$ cat config.mk
export PLATFORM = sky130hd
export DESIGN_NAME = pwm_generator_flat
export DESIGN_NICKNAME = d
export VERILOG_FILES = /design/src/rtl/pwm_if.sv /design/src/rtl/pwm_generator.sv /design/src/flat_wrapper.sv
export SDC_FILE = /design/constraint.sdc
export NUM_CORES = 1
export LEC_CHECK = 0
export CORE_MARGIN = 1
export CORE_UTILIZATION = 30
export CTS_CLUSTER_DIAMETER = 200
export DETAILED_ROUTE_END_ITERATION = 10
export HOLD_SLACK_MARGIN = 0.06
export SKIP_LAST_GASP = 1
export SYNTH_ARGS = -nofsm -noshare
export SYNTH_HDL_FRONTEND = slang
export SYNTH_SLANG_ARGS = --single-unit
$ cat constraint.sdc
create_clock -name clk -period 1.8 [get_ports clk]
set_input_delay 0.45 -clock clk [delete_from_list [all_inputs] [get_ports clk]]
set_output_delay 0.45 -clock clk [all_outputs]
set_load 0.02 [all_outputs]
$ cat src/rtl/pwm_if.sv
// pwm_if: configuration registers from the SPI register block plus the PWM outputs
//   master (register source): drives en_reg_out_*, en_reg_pwm_*, pwm_duty_cycle; reads out, period_start
//   slave  (pwm_generator):   reads the registers; drives out (16 pins) and period_start (wrap pulse)
interface pwm_if;
  logic [7:0]  en_reg_out_7_0;
  logic [7:0]  en_reg_out_15_8;
  logic [7:0]  en_reg_pwm_7_0;
  logic [7:0]  en_reg_pwm_15_8;
  logic [7:0]  pwm_duty_cycle;
  logic [15:0] out;
  logic        period_start;
  modport master (
    output en_reg_out_7_0, en_reg_out_15_8, en_reg_pwm_7_0, en_reg_pwm_15_8, pwm_duty_cycle,
    input  out, period_start
  );
  modport slave (
    input  en_reg_out_7_0, en_reg_out_15_8, en_reg_pwm_7_0, en_reg_pwm_15_8, pwm_duty_cycle,
    output out, period_start
  );
endinterface

$ cat src/rtl/pwm_generator.sv
// pwm_generator: 16 outputs, each off, static high or PWM at a shared 8-bit duty
//   clk  system clock (rising edge)
//   rst  asynchronous active-high reset
//   bus  pwm_if.slave: enable/PWM-select/duty registers in, registered out[15:0] and period_start out
//   CLK_DIV  clocks per PWM counter step, PWM period = CLK_DIV*256 clocks
//   Optional macro PWM_SHADOW_EN: duty is shadowed and only updated at the period boundary.
module pwm_generator #(
  parameter int CLK_DIV = 13
) (
  input  logic clk,
  input  logic rst,
  pwm_if.slave bus
);
  localparam int PW = CLK_DIV > 1 ? $clog2(CLK_DIV) : 1;
  logic [PW-1:0] prescaler;
  logic [7:0]    pwm_cnt;
  logic [7:0]    duty_eff;
  logic [15:0]   en_out;
  logic [15:0]   en_pwm;
  logic          tick;
  logic          wrap;
  logic          pwm_sig;
  assign en_out  = {bus.en_reg_out_15_8, bus.en_reg_out_7_0};
  assign en_pwm  = {bus.en_reg_pwm_15_8, bus.en_reg_pwm_7_0};
  assign tick    = prescaler == PW'(CLK_DIV - 1);
  assign wrap    = tick && pwm_cnt == 8'hFF;
  // 8'hFF is treated as a true 100% rather than 255/256
  assign pwm_sig = duty_eff == 8'hFF ? 1'b1 : pwm_cnt < duty_eff;
  always_ff @(posedge clk or posedge rst)
    if (rst) begin
      prescaler        <= '0;
      pwm_cnt          <= '0;
      bus.out          <= '0;
      bus.period_start <= 1'b0;
    end else begin
      prescaler        <= tick ? '0 : prescaler + PW'(1);
      pwm_cnt          <= pwm_cnt + 8'(tick);
      bus.period_start <= wrap;
      // enable wins over PWM select; selected bits follow pwm_sig, the rest are static high
      bus.out          <= en_out & (~en_pwm | {16{pwm_sig}});
    end
`ifdef PWM_SHADOW_EN
  logic [7:0] duty_shadow;
  always_ff @(posedge clk or posedge rst)
    if (rst) duty_shadow <= '0;
    else if (wrap) duty_shadow <= bus.pwm_duty_cycle;
  assign duty_eff = duty_shadow;
`else
  assign duty_eff = bus.pwm_duty_cycle;
`endif
endmodule

$ cat src/flat_wrapper.sv
// flat-port wrapper written by rule: the top's interface ports become plain ports
module pwm_generator_flat 
#(
  parameter int CLK_DIV = 13
)
  (clk, rst, bus_en_reg_out_7_0, bus_en_reg_out_15_8, bus_en_reg_pwm_7_0, bus_en_reg_pwm_15_8, bus_pwm_duty_cycle, bus_out, bus_period_start);
  pwm_if bus_i ();
  input  logic clk;
  input  logic rst;
  input wire logic [$bits(bus_i.en_reg_out_7_0)-1:0] bus_en_reg_out_7_0;
  input wire logic [$bits(bus_i.en_reg_out_15_8)-1:0] bus_en_reg_out_15_8;
  input wire logic [$bits(bus_i.en_reg_pwm_7_0)-1:0] bus_en_reg_pwm_7_0;
  input wire logic [$bits(bus_i.en_reg_pwm_15_8)-1:0] bus_en_reg_pwm_15_8;
  input wire logic [$bits(bus_i.pwm_duty_cycle)-1:0] bus_pwm_duty_cycle;
  output wire logic [$bits(bus_i.out)-1:0] bus_out;
  output wire logic [$bits(bus_i.period_start)-1:0] bus_period_start;
  assign bus_i.en_reg_out_7_0 = bus_en_reg_out_7_0;
  assign bus_i.en_reg_out_15_8 = bus_en_reg_out_15_8;
  assign bus_i.en_reg_pwm_7_0 = bus_en_reg_pwm_7_0;
  assign bus_i.en_reg_pwm_15_8 = bus_en_reg_pwm_15_8;
  assign bus_i.pwm_duty_cycle = bus_pwm_duty_cycle;
  assign bus_out = bus_i.out;
  assign bus_period_start = bus_i.period_start;
  pwm_generator #(.CLK_DIV(CLK_DIV)) u_core (.clk(clk), .rst(rst), .bus(bus_i));
endmodule
* After elaboration in Yosys (flattened, before gate mapping) *
Index checks and enable logic that the tools add are counted.

operators by class
  reduce and logical (&&, ||, !) cells = 1
  eq/ne operators = 3
  $add $sub $neg = 2
  mux-type cells = 2
  bitwise operators = 3
  $lt $le $gt $ge = 1

operators by type and width
  cell                   number
  $and A16 B16 Y16       1
  $eq A8 B8 Y1 const B   2
  $not A16 Y16           1
  $or A16 B16 Y16        1
  $add A8 B1 Y8          1
  $lt A8 B8 Y1           1
  $add A4 B1 Y4 const B  1
  $eq A4 B4 Y1 const B   1
  $mux W4                1
  $logic_and A1 B1 Y1    1
  $mux W1                1

storage, ports and cells
  bits of input ports = 42
  output and inout port bits = 17
  word-level logic and storage cells = 16
  register bits = 29

* Depth between registers and ports, before layout *
Gate-level depths: netlist of the first run.

  depth in word-level cells = 4
  gate-level depth with buffers = 7
  depth with buffers taken out = 7

* Worst setup path before layout of the first run *
No wires, ideal clock.

  path type = input -> register
  from = in bus_pwm_duty_cycle[6]
  to = reg u_core.bus.out[10]
  arrival = 1,633 ps
  slack = 45 ps
  required time = 1,678 ps
  path buffers = 1
  library setup time = 122 ps
  stages on the path = 7
  path through = inv_1 -> ha_1 -> and4_1 -> o21ai_1 -> o32ai_4 -> buf_6 -> a21boi_2

on the way
  word-level cells in the longest chain between the ends = 4
  elaborated cells between the ends (all ways) = 5
  classes of those cells = order compare: 1; eq/ne: 1; mux: 1; bitwise: 2

ends and longest elaborated chain
  item                                          line                 RTL
  start: declaration                            flat_wrapper.sv:14   input wire logic [$bits(bus_i.pwm_duty_cycle)-1:0] bus_pwm_duty_cycle;
  $lt A8 B8 Y1 or $eq A8 B8 Y1 (tied branches)  pwm_generator.sv:28  assign pwm_sig = duty_eff == 8'hFF ? 1'b1 : pwm_cnt < duty_eff;
  $mux W1 *                                     pwm_generator.sv:28
  $or A16 B16 Y16 *                             pwm_generator.sv:40  bus.out <= en_out & (~en_pwm | {16{pwm_sig}});
  $and A16 B16 Y16 *                            pwm_generator.sv:40
  end signal: assignment                        pwm_generator.sv:40
  end: declaration                              pwm_if.sv:18         output out, period_start

Mark *: on every way between the ends. The rest lies on a longest branch, timed or not.

* Worst setup path after layout of the first run *
  from = reg u_core.pwm_cnt[7]
  to = reg u_core.bus.out[0]

on the way
  word-level cells in the longest chain between the ends = 4

ends and longest elaborated chain
  item                      line                 RTL
  start: declaration        pwm_generator.sv:16  logic [7:0] pwm_cnt;
  start signal: assignment  pwm_generator.sv:37  pwm_cnt <= pwm_cnt + 8'(tick);
  $lt A8 B8 Y1              pwm_generator.sv:28
  $mux W1                   pwm_generator.sv:28
  $or A16 B16 Y16           pwm_generator.sv:40
  $and A16 B16 Y16          pwm_generator.sv:40

No other way between the ends.

==> metrics.csv, run 1 <==
stage,metric,value,unit
power_and_ir_drop,Psw,0.000325,W
critical_path,Startpoint Class,flip-flop,
power_and_ir_drop,Int Power,0.00108,W
critical_path,Crit path required time,1960,ps
floorplan,Chip Width,69.1,um
clock_tree,Root Buffer,clkbuf_8,
synth,Compound-Gate Fraction of Synth Area,19.7,%
routing,Iter 0 DRT Violations,18,
hold_path,worst hold endpoint,u_core.prescaler[3]$_DFF_PP0_,
timing,final number of setup-violating endpoints,0,
status,outcome,"complete, no violations",
routing,WL final,3030,um
timing,Slew headroom,76.1,%
critical_path,critical setup path kind,reg2reg,
power_and_ir_drop,Switching Fraction,23.2,%
finish,Finished Core Util,51.1,%
routing,antenna-violating nets left,0,
timing,Final Hold Viols,0,
critical_path,crit path from,u_core.pwm_cnt[7]$_DFF_PP0_,
synth,Mapped Avg Cell Area,13.0,um^2
global_routing,total grt overflow,0,
global_routing,initial antenna violation count,0,
synth,"EDFF count, synth",0,
synth,Seq cells post-synth,29,
global_routing,first-pass GRT wire length,5440,um
power_and_ir_drop,Reg power frac,48.2,%
synth,"Net Count, Synth",157,
finish,Final Cell Area,2230,um^2
clock_tree,Max clock buf depth,2,
timing,Fmax achieved,585,MHz
synth,Synth area leaders,"dfrtp_1, ha_1, a21boi_2, xnor2_1, a21boi_0",
finish,nets@finish,230,
synth,share of flip-flops with an asynchronous set or reset,100,%
floorplan,Die Y,69.1,um
synth,predominant post-synthesis flop cell,dfrtp_1,
global_routing,largest net degree at the start of global routing,30,
power_and_ir_drop,clock share of power,35.7,%
critical_path,r2r setup slk,90,ps
synth,Synth area leader,dfrtp_1,
place,dpl hpwl,2290,um
finish,fraction of layout instances using a drive strength above 1,25.8,%
flow_run,# Max-Cap Violations,0,
routing,vias per cell,4.66,
hold_path,HP Class,reg2reg,
timing,Worst-Margin Slew,358,ps
critical_path,depth of the worst register-to-register path,6,
clock_tree,CTS Buf Count,5,
critical_path,Critical Path End Type,flip-flop,
critical_path,Crit path buffers/inverters,1,
floorplan,Ports,59,
clock_tree,CTS tree,done,
power_and_ir_drop,total power,0.00140,W
synth,mux share of post-synthesis cell area,0,%
routing,DR vias,1072,
synth,commonest cells in the netlist,"dfrtp_1, ha_1, inv_1",
synth,Synth warnings,0,
routing,drt pass-1 iters,4,
place,port bufs,58,
power_and_ir_drop,Pleak,0.981,nW
critical_path,crit path cell chain,"ha_4, and4_1, o21ai_2, o32ai_4, buf_6, a21boi_2",
finish,Fill cells,363,
synth,sequential-to-total area share from yosys stat,53.7,%
floorplan,row count,24,
hold_path,hold depth,1,
floorplan,Core ar.,4350,um^2
global_routing,global-route usage over all layers,14.9,%
routing,Remaining DRCs,0,
critical_path,r2r endpoint,u_core.bus.out[0]$_DFF_PP0_,
timing,final worst path period need,1710,ps
timing,fin crit share,94.9,%
synth,largest family of logic cells by synthesized area,compound AO/OA/AOI/OAI gates,
finish,non-filler cells in the finished layout,230,
critical_path,reg2reg start,u_core.pwm_cnt[7]$_DFF_PP0_,
floorplan,Initial Utilization,31.0,%
critical_path,critical path peak fanout,8,
synth,Post-Synthesis Cells,104,
place,placed insts,221,
clock_tree,Skew-Pair Late Insertion Delay,280,ps
timing,hold_ws,465,ps
floorplan,die area,4780,um^2
finish,diodes inserted,0,
clock_tree,CTS sink count,29,
synth,Synth Area in Adders,10.2,%
power_and_ir_drop,Max IR drop VDD,441,uV
critical_path,slowest CP cell,dfrtp_1,
hold_path,Hold Crit Start,u_core.prescaler[3]$_DFF_PP0_,
routing,WL per Instance,13.2,um
synth,Synth Area in XOR/XNOR,4.54,%
clock_tree,H-tree levels,2,
synth,top-count cell post-synth,dfrtp_1,
synth,synth unique cells,25,
critical_path,CP top delay family,compound AO/OA/AOI/OAI gates,
place,Placed Area,2060,um^2
place,Final GP Congestion,0.732,
finish,P&R area growth vs syn,64.7,%
synth,top cell type's share of synthesized area,53.7,%
clock_tree,Hold Buf Count CTS,0,
timing,Worst Skew,4.84,ps
clock_tree,"Clk pin slew, worst setup/hold paths",60,ps
power_and_ir_drop,PwrDens,630,nW/um^2
timing,fin. max-slew vios,0,
global_routing,vias in the first global route,1252,
critical_path,Worst Path Arrival,1870,ps
synth,Mapped Area,1350,um^2
critical_path,CP peak stage delay,430,ps
synth,Synth Area in Simple Gates,7.96,%
power_and_ir_drop,logic gate share of total power,16.1,%
[worst max-delay path by stage]
stage | cells after the start | slack (ps) | to
floorplan | 7 | 40 | u_core.bus.out[10]$_DFF_PP0_
global placement | 8 | -470 | u_core.bus.out[1]$_DFF_PP0_
detailed placement | 8 | -560 | u_core.bus.out[1]$_DFF_PP0_
CTS | 9 | -120 | u_core.bus.out[2]$_DFF_PP0_
global route | 6 | -0.6 | u_core.bus.out[0]$_DFF_PP0_
finish | 6 | 90 | u_core.bus.out[0]$_DFF_PP0_
[through the flow]
| step | worst slack (ps) | setup TNS, ps |
|---|---|---|
| after floorplan | 44.6 | 0 |
| after global placement | -468 | -7160 |
| after detailed placement | -560 | -8160 |
| after CTS | -119 | -1800 |
| after global routing | -0.594 | -0.594 |
| final | 91.0 | 0 |
[final cells by class]
cell class	instances	area [um^2]	area share, %
Timing Repair Buffer	67	656	29.5
Tap cell	52	65.1	2.92
Multi-Input combinational cell	63	656	29.5
Clock buffer	6	72.6	3.26
Sequential cell	29	726	32.6
Clock inverter	2	10.0	0.450
Inverter	11	41.3	1.85
[cell usage in the layout, fill, tap and decap left out, types with 3 or more instances in the layout]
cell type        instances
clkdlybuf4s50_1         51
dfrtp_1                 29
a21boi_2                16
inv_1                    7
ha_1                     7
buf_4                    7
xnor2_1                  6
clkbuf_8                 5
inv_2                    4
nand4_1                  4
nor2_1                   4
ha_4                     4
dlygate4sd2_1            4
nand3_1                  3
[flip-flops by register name (all words and copies together) (netlist names)]
register / count
u_core.bus.out: 16
u_core.bus.period_start: 1
u_core.prescaler: 4
u_core.pwm_cnt: 8
[kinds of logic after synthesis]
| logic type | count (synthesis) |
|---|---|
| buffers and inverters | 12 |
| AO/OA/AOI/OAI | 26 |
| AND/OR/NAND/NOR | 19 |
| flip-flops | 29 |
| adder cells (fa/ha/maj) | 11 |
| XOR/XNOR | 7 |
[power by group through the flow]
stage	clock (W)	sequential (W)	combinational [W]
final	0.000501	0.000676	0.000226
after detailed placement	0	0.000688	0.000218
after CTS	0.000523	0.000676	0.000230
after floorplan	0	0.000712	0.0000450
after global routing	0.000554	0.000677	0.000245
after global placement	0	0.000687	0.000215
[worst register-to-register path: cells and delay by family, from the launching register on]
| kind | cells | cell delay (ps) |
|---|---|---|
| AO/OA/AOI/OAI | 3 | 450 |
| adder cells (fa/ha/maj) | 1 | 300 |
| buffers and inverters | 1 | 200 |
| flip-flops | 1 | 430 |
| AND/OR/NAND/NOR | 1 | 200 |
[what timing repair did]
| action | CTS | global route |
|---|---|---|
| pin swaps | 5 | 4 |
| setup endpoints to repair | 16 | 16 |
| buffers inserted | 1 | 2 |
| gates cloned | 1 | 0 |
| gates resized for setup | 28 | 6 |
[routing by layer]
metal	vias to the layer above	track usage (%)	wire length (um)
met4	0	8.84	78
li1	506	-	-
met1	502	14.6	1130
met5	-	0	0
met3	9	7.31	337
met2	55	25.2	1480
Note: power is estimated with default switching activity, not from simulation.
==> run 2, diff against run 1 <==
- SLEW_MARGIN: not set -> 0
==> results of run 2 <==
Final layout, timing and power as in run 1 (identical DEF).
